**config.mk**
```make
export PLATFORM = sky130hd
export DESIGN_NAME = seg7_count_display_flat
export DESIGN_NICKNAME = d
export VERILOG_FILES = /design/src/rtl/seg7_pkg.sv /design/src/rtl/seg7_count_display_if.sv /design/src/rtl/seg7_count_display_bin2bcd_seq.sv /design/src/rtl/seg7_count_display.sv /design/src/flat_wrapper.sv
export SDC_FILE = /design/constraint.sdc
export NUM_CORES = 1
export LEC_CHECK = 0
export CAP_MARGIN = 20
export CORE_UTILIZATION = 40
export DETAILED_ROUTE_END_ITERATION = 12
export SETUP_SLACK_MARGIN = 0.15
export SYNTH_ARGS = -nofsm -noshare
export SYNTH_HDL_FRONTEND = slang
export SYNTH_SLANG_ARGS = --single-unit
```
**constraint.sdc**
```tcl
create_clock -name CLK100MHZ -period 2.5 [get_ports CLK100MHZ]
set_clock_uncertainty 0.1 [all_clocks]
set_input_delay 0.625 -clock CLK100MHZ [delete_from_list [all_inputs] [get_ports CLK100MHZ]]
set_output_delay 0.625 -clock CLK100MHZ [all_outputs]
set_load 0.03 [all_outputs]
```
**src/rtl/seg7_pkg.sv**
```systemverilog
// Shared constants for the count display: segment patterns, converter states
// and digit/BCD sizing.
package seg7_pkg;

  localparam int NUM_DIGITS = 4;
  localparam int BIN_W      = 16;
  localparam int BCD_W      = 20;
  localparam int DIG_W      = $clog2(NUM_DIGITS);

  // Active-low patterns, bit order {CG,CF,CE,CD,CC,CB,CA}
  localparam logic [6:0] SEG_0    = 7'h40;
  localparam logic [6:0] SEG_1    = 7'h79;
  localparam logic [6:0] SEG_2    = 7'h24;
  localparam logic [6:0] SEG_3    = 7'h30;
  localparam logic [6:0] SEG_4    = 7'h19;
  localparam logic [6:0] SEG_5    = 7'h12;
  localparam logic [6:0] SEG_6    = 7'h02;
  localparam logic [6:0] SEG_7    = 7'h78;
  localparam logic [6:0] SEG_8    = 7'h00;
  localparam logic [6:0] SEG_9    = 7'h10;
  localparam logic [6:0] SEG_DASH = 7'h3F;
  localparam logic [6:0] SEG_OFF  = 7'h7F;

  typedef enum logic [1:0] {
    IDLE  = 2'd0,
    SHIFT = 2'd1,
    DONE  = 2'd2
  } conv_state_t;

  function automatic logic [6:0] seg_pattern(input logic [3:0] digit);
    logic [6:0] pat;
    case (digit)
      4'd0:    pat = SEG_0;
      4'd1:    pat = SEG_1;
      4'd2:    pat = SEG_2;
      4'd3:    pat = SEG_3;
      4'd4:    pat = SEG_4;
      4'd5:    pat = SEG_5;
      4'd6:    pat = SEG_6;
      4'd7:    pat = SEG_7;
      4'd8:    pat = SEG_8;
      4'd9:    pat = SEG_9;
      default: pat = SEG_OFF;
    endcase
    return pat;
  endfunction

endpackage

```
**src/rtl/seg7_count_display_if.sv**
```systemverilog
// Bundle between the count source / board pins and the display block.
interface seg7_count_display_if;
  import seg7_pkg::*;

  // No valid/ready: count is level-sampled and compared against the last
  // converted value; busy is high while a conversion runs, and bcd/overflow
  // change only on the cycle busy falls.
  logic [15:0] count;
  logic        blank;
  logic [6:0]  seg;
  logic        dp;
  logic [7:0]  an;
  logic [15:0] bcd;
  logic        overflow;
  logic        busy;
  conv_state_t dbg_state;

  modport master (
    output count, blank,
    input  seg, dp, an, bcd, overflow, busy, dbg_state
  );

  modport slave (
    input  count, blank,
    output seg, dp, an, bcd, overflow, busy, dbg_state
  );

endinterface

```
**src/rtl/seg7_count_display_bin2bcd_seq.sv**
```systemverilog
// Sequential double-dabble: captures a changed count, runs 16 add-3/shift
// steps and publishes four BCD digits plus an overflow flag.
module bin2bcd_seq
  import seg7_pkg::*;
(
  input  logic              i_clk,
  input  logic              i_rst,
  input  logic [BIN_W-1:0]  i_count,
  output logic [15:0]       o_bcd,
  output logic              o_overflow,
  output logic              o_busy,
  output conv_state_t       o_state
);

  conv_state_t      r_state;
  conv_state_t      w_next;
  logic [BIN_W-1:0] r_shift;
  logic [BIN_W-1:0] r_last;
  logic [BCD_W-1:0] r_acc;
  logic [BCD_W-1:0] w_acc_adj;
  logic [3:0]       r_step;
  logic             r_stale;
  logic [15:0]      r_bcd;
  logic             r_ovf;
  logic             r_busy;
  logic             w_start;

  assign w_start = r_stale || (i_count != r_last);

  always_comb begin
    w_next = r_state;
    case (r_state)
      IDLE:    if (w_start) w_next = SHIFT;
      SHIFT:   if (r_step == 4'd15) w_next = DONE;
      DONE:    w_next = IDLE;
      default: w_next = IDLE;
    endcase
  end

  always_comb begin
    w_acc_adj = r_acc;
    for (int i = 0; i < BCD_W / 4; i++) begin
      if (r_acc[4*i +: 4] >= 4'd5) w_acc_adj[4*i +: 4] = r_acc[4*i +: 4] + 4'd3;
    end
  end

  always_ff @(posedge i_clk) begin
    if (i_rst) r_state <= IDLE;
    else       r_state <= w_next;
  end

  always_ff @(posedge i_clk) begin
    if (i_rst) begin
      r_shift <= '0;
      r_last  <= '0;
      r_acc   <= '0;
      r_step  <= '0;
      r_stale <= 1'b1;
      r_bcd   <= '0;
      r_ovf   <= 1'b0;
      r_busy  <= 1'b0;
    end else begin
      case (r_state)
        IDLE: begin
          if (w_start) begin
            r_shift <= i_count;
            r_last  <= i_count;
            r_acc   <= '0;
            r_step  <= '0;
            r_stale <= 1'b0;
            r_busy  <= 1'b1;
          end
        end
        SHIFT: begin
          // Adjusted accumulator and binary shift left together as one word
          {r_acc, r_shift} <= {w_acc_adj[BCD_W-2:0], r_shift, 1'b0};
          r_step           <= r_step + 1'b1;
        end
        DONE: begin
          r_bcd  <= r_acc[15:0];
          r_ovf  <= |r_acc[BCD_W-1:16];
          r_busy <= 1'b0;
        end
        default: ;
      endcase
    end
  end

  assign o_bcd      = r_bcd;
  assign o_overflow = r_ovf;
  assign o_busy     = r_busy;
  assign o_state    = r_state;

endmodule

```
**src/rtl/seg7_count_display.sv**
```systemverilog
// Four-digit multiplexed seven-segment display of a 16-bit count, with
// leading-zero blanking and a dash pattern for values above 9999.
module seg7_count_display
  import seg7_pkg::*;
#(
  parameter int REFRESH_DIV = 100000,
  parameter bit LZ_SUPPRESS = 1'b1
) (
  input logic CLK100MHZ,
  input logic reset,
  seg7_count_display_if.slave bus
);

  localparam int CNT_W = (REFRESH_DIV > 1) ? $clog2(REFRESH_DIV) : 1;

  logic [CNT_W-1:0] r_refresh;
  logic [DIG_W-1:0] r_digit;
  logic [7:0]       r_an;
  logic [6:0]       r_seg;
  logic             w_wrap;
  logic [15:0]      w_bcd;
  logic             w_ovf;
  logic             w_busy;
  conv_state_t      w_state;
  logic [3:0]       w_nib;
  logic [3:0]       w_zero_from;
  logic [7:0]       w_an_next;
  logic [6:0]       w_seg_next;

  bin2bcd_seq u_bin2bcd (
    .i_clk      (CLK100MHZ),
    .i_rst      (reset),
    .i_count    (bus.count),
    .o_bcd      (w_bcd),
    .o_overflow (w_ovf),
    .o_busy     (w_busy),
    .o_state    (w_state)
  );

  assign w_wrap = (r_refresh == CNT_W'(REFRESH_DIV - 1));

  always_ff @(posedge CLK100MHZ) begin
    if (reset) begin
      r_refresh <= '0;
      r_digit   <= '0;
    end else if (w_wrap) begin
      r_refresh <= '0;
      r_digit   <= r_digit + 1'b1;
    end else begin
      r_refresh <= r_refresh + 1'b1;
    end
  end

  // w_zero_from[k]: digit k and every digit above it are zero
  assign w_zero_from[3] = (w_bcd[15:12] == 4'd0);
  assign w_zero_from[2] = (w_bcd[15:8]  == 8'd0);
  assign w_zero_from[1] = (w_bcd[15:4]  == 12'd0);
  assign w_zero_from[0] = (w_bcd        == 16'd0);

  always_comb begin
    w_nib      = w_bcd[{r_digit, 2'b00} +: 4];
    w_an_next  = ~(8'h01 << r_digit);
    w_seg_next = seg_pattern(w_nib);
    if (w_ovf) begin
      w_seg_next = SEG_DASH;
    end else if (LZ_SUPPRESS && (r_digit != '0) && w_zero_from[r_digit]) begin
      w_an_next  = 8'hFF;
      w_seg_next = SEG_OFF;
    end
    if (bus.blank) begin
      w_an_next  = 8'hFF;
      w_seg_next = SEG_OFF;
    end
  end

  always_ff @(posedge CLK100MHZ) begin
    if (reset) begin
      r_an  <= 8'hFF;
      r_seg <= SEG_OFF;
    end else begin
      r_an  <= w_an_next;
      r_seg <= w_seg_next;
    end
  end

  assign bus.seg       = r_seg;
  assign bus.an        = r_an;
  assign bus.dp        = 1'b1;
  assign bus.bcd       = w_bcd;
  assign bus.overflow  = w_ovf;
  assign bus.busy      = w_busy;
  assign bus.dbg_state = w_state;

endmodule

```
**src/flat_wrapper.sv**
```systemverilog
// flat-port wrapper written by rule: the top's interface ports become plain ports
module seg7_count_display_flat import seg7_pkg::*;
#(
  parameter int REFRESH_DIV = 100000,
  parameter bit LZ_SUPPRESS = 1'b1
)
  (CLK100MHZ, reset, bus_count, bus_blank, bus_seg, bus_dp, bus_an, bus_bcd, bus_overflow, bus_busy, bus_dbg_state);
  seg7_count_display_if bus_i ();
  input logic CLK100MHZ;
  input logic reset;
  input wire logic [$bits(bus_i.count)-1:0] bus_count;
  input wire logic [$bits(bus_i.blank)-1:0] bus_blank;
  output wire logic [$bits(bus_i.seg)-1:0] bus_seg;
  output wire logic [$bits(bus_i.dp)-1:0] bus_dp;
  output wire logic [$bits(bus_i.an)-1:0] bus_an;
  output wire logic [$bits(bus_i.bcd)-1:0] bus_bcd;
  output wire logic [$bits(bus_i.overflow)-1:0] bus_overflow;
  output wire logic [$bits(bus_i.busy)-1:0] bus_busy;
  output wire logic [$bits(bus_i.dbg_state)-1:0] bus_dbg_state;
  assign bus_i.count = bus_count;
  assign bus_i.blank = bus_blank;
  assign bus_seg = bus_i.seg;
  assign bus_dp = bus_i.dp;
  assign bus_an = bus_i.an;
  assign bus_bcd = bus_i.bcd;
  assign bus_overflow = bus_i.overflow;
  assign bus_busy = bus_i.busy;
  assign bus_dbg_state = bus_i.dbg_state;
  seg7_count_display #(.REFRESH_DIV(REFRESH_DIV), .LZ_SUPPRESS(LZ_SUPPRESS)) u_core (.CLK100MHZ(CLK100MHZ), .reset(reset), .bus(bus_i));
endmodule
```
==> run_results.csv <==
group,metric,value,unit
placement,portBuffers,49,
placement,dpl_cell_area,5820,µm²
synthesis,synthesis.area,4960,µm²
worst_setup_path,r2r_cells,7,
global_routing,grt_use_total,18.7,%
clock_network,htree_levels,3,
clock_network,clk_path_buf_depth,2,
timing,hold_ws,338,ps
worst_setup_path,critPathSlowestCell,"or4_4",
floorplan,num_io_pins,55,
placement,gp_congestion,0.790,
power,p_leak,2.33,nW
floorplan,dieArea,12900,µm²
cells_and_area,area.growth.synth_to_final,23.8,%
synthesis,avgSynthCellArea,9.11,µm²
timing,rsz0062_at_grt,"no",
drt,met2WireLength,5320,µm
synthesis,synth-edff-count,0,
placement,dp.cells,770,
drt,wl_met1,5360,µm
worst_setup_path,setup.worst_path.end_class,"register",
clock_network,cts_tree,"built",
timing,fin_crit,2300,ps
global_routing,first_global_vias,3934,
worst_hold_path,hp-class,"reg2reg",
worst_setup_path,worstPathRequired,2690,ps
global_routing,grt_start_max_net_pins,27,
synthesis,ys_types,48,
synthesis,synth_area_leaders,"dfxtp_1 43%, ha_1 5.5%, xnor2_1 5.3%",
cells_and_area,final_common_cell,"dfxtp_1",
cells_and_area,mostFrequentLayoutCells,"107 x dfxtp_1, 61 x nand2_1, 39 x a21oi_1, 35 x clkdlybuf4s50_1, 35 x buf_4",
global_routing,grt.overflow.total,0,
synthesis,synth_top_cell_by_area,"dfxtp_1",
floorplan,die_h,113,µm
clock_network,clock_latency,350,ps
synthesis,yosys_register_bits,107,
drt,wl_per_cell,14.4,µm
synthesis,synth-seq-area-share,43.2,%
worst_setup_path,worstPathArrival,2490,ps
drt,num_vias,4106,
status,outcome,"finished clean",
floorplan,start_util,41.1,%
timing,finalCritPeriodShare,91.8,%
placement,hpwl,8090,µm
clock_network,numCtsBuffers,9,
clock_network,cts_root_buf,"clkbuf_16",
drt,top_layer_used,"met4",
cells_and_area,finalInstanceArea,6140,µm²
cells_and_area,drive_gt1_share,11.8,%
floorplan,die_x,113,µm
drt,drtAntennaViolNets,0,
power,peakVddDrop,0.000314,V
timing,setup_viol,0,
worst_setup_path,critical_path_class,"in2reg",
drt,viasPerCell,5.21,
timing,finalWorstSetupSlack,204,ps
drt,routed_wl,11400,µm
clock_network,cts_sinks,107,
synthesis,synth_cells,545,
cells_and_area,multi_input_area,2630,µm²
job,cap_violations,0,
synthesis,synth_top_area_share,43.2,%
drt,route.detailed.drc,0,
cells_and_area,fin_cells,788,
synthesis,synth-main-ff-cell,"dfxtp_1",
timing,final_max_slew_viol_count,0,
drt,drt-initial-drc-count,266,
power,powerDensity,584,nW/µm²
cells_and_area,nNetsFinal,656,
timing,fmax,0.436,GHz
placement,place_ws,-417,ps
worst_setup_path,cp_max_fo,6,
timing,relSlewSlack,54.4,%
worst_setup_path,path_cells,"dlygate4sd2_1, xnor2_1, nand4_1, or4_4, buf_4, o21ai_4, buf_6, a22o_1",
cells_and_area,fill_cells,1138,
synthesis,yosysWarnings,0,
timing,fin_setup_tns,0,ps
worst_setup_path,cp-start-kind,"input port",
clock_network,clk_pin_slew_worst_paths,70,ps
drt,first_pass_iters,4,
worst_setup_path,slowest_delay,550,ps
floorplan,core_area,12100,µm²
timing,worst_pin_slew,684,ps
cells_and_area,regArea,2140,µm²
global_routing,grt_pass1_wl,19000,µm
floorplan,core.rowCount,40,
timing,hold_viol_final,0,
drt,met3WireLength,484,µm
global_routing,antenna_found_initial,0,
worst_hold_path,whs_path_depth,2,
synthesis,ys_async_sr_fraction,0,%
cells_and_area,n_antenna_cell,0,
power breakdown:
group | total [mW] | switching [mW] | internal, mW
sequential | 1.82 | 0.0443 | 1.78
clock | 1.36 | 0.650 | 0.708
combinational | 0.408 | 0.214 | 0.195
total | 3.59 | 0.908 | 2.68
worst paths after layout:
path | from | to | slack, ps
min reg2reg | u_core.u_bin2bcd.r_stale | u_core.u_bin2bcd.r_stale | 340
min | u_core.u_bin2bcd.r_stale | u_core.u_bin2bcd.r_stale | 340
max | bus_count[15] | u_core.u_bin2bcd.r_last[1] | 200
max reg2reg | u_core.r_digit[0] | u_core.bus.seg[3] | 340
critical path: cells and delay by family:
family                    cells  cell delay, ps
AOI/OAI and AO/OA             2             380
xor gates and xnor gates      1             180
and+or+nand+nor               2             720
buffers and inverters         3             570
cell type report:
class,count,area share [%]
clock buffers,11,3.95
multi-input cells,386,42.7
flip-flops and latches,107,34.9
well taps,168,3.42
repair buffers,90,13.2
clock inverters,5,0.611
inverters,21,1.28
synth_stat cells (2+ instances only):
cell	count
dfxtp_1	107
mux4_2	4
mux2i_1	5
buf_4	5
a21oi_1	39
nor3b_1	3
nor3_1	9
nand3_1	10
nand2b_1	8
xor2_1	12
ha_1	22
nand2_1	61
a21o_1	5
and3_1	18
a211oi_1	7
nor2b_1	15
a31oi_1	5
inv_1	21
nor2_1	32
nand4_1	6
o21ai_0	20
nor4_1	7
buf_2	10
a221o_1	14
clkbuf_1	19
xnor2_1	30
a22o_1	27
or2_2	3
o2bb2ai_1	2
sequential cells by signal, indices dropped and copies added, names as in the netlist, 2 cells and up:
register / cells
u_core.bus.an: 4
u_core.bus.seg: 7
u_core.r_digit: 2
u_core.r_refresh: 17
u_core.u_bin2bcd.o_bcd: 16
u_core.u_bin2bcd.o_state: 2
u_core.u_bin2bcd.r_acc: 20
u_core.u_bin2bcd.r_last: 16
u_core.u_bin2bcd.r_shift: 16
u_core.u_bin2bcd.r_step: 4
metrics by stage:
step	total power [mW]	util, %
after floorplan	2.09	-
final	3.59	50.9
after global routing	3.73	50.9
after global placement	2.25	48.3
after detailed placement	2.26	48.3
after CTS	3.62	50.8
per-layer routing:
metal | track usage [%] | up-vias
met4 | 7.28 | 0
met5 | 0 | -
li1 | - | 2051
met2 | 31.2 | 91
met1 | 23.5 | 1949
met3 | 4.09 | 15
repair_timing:
item,CTS,global route
pin swaps,10,1
setup endpoints to repair,55,21
resized for setup,19,3
hold buffers,0,0
setup buffers,2,0
kinds of logic (layout without fill, tap and decap cells):
logic type      count (synthesis)  in the layout  share of synthesized area, %
simple gates                  180            180                          18.0
compound gates                127            127                          17.9
flops                         107            107                          43.2
buf+inv                        56            127                          4.87
xor+xnor                       42             42                          7.41
fa+ha+maj                      22             22                          5.55
mux                            10             10                          3.05
other cells                     1              5                        0.0756
No activity file was read; power rests on OpenSTA's default activity.
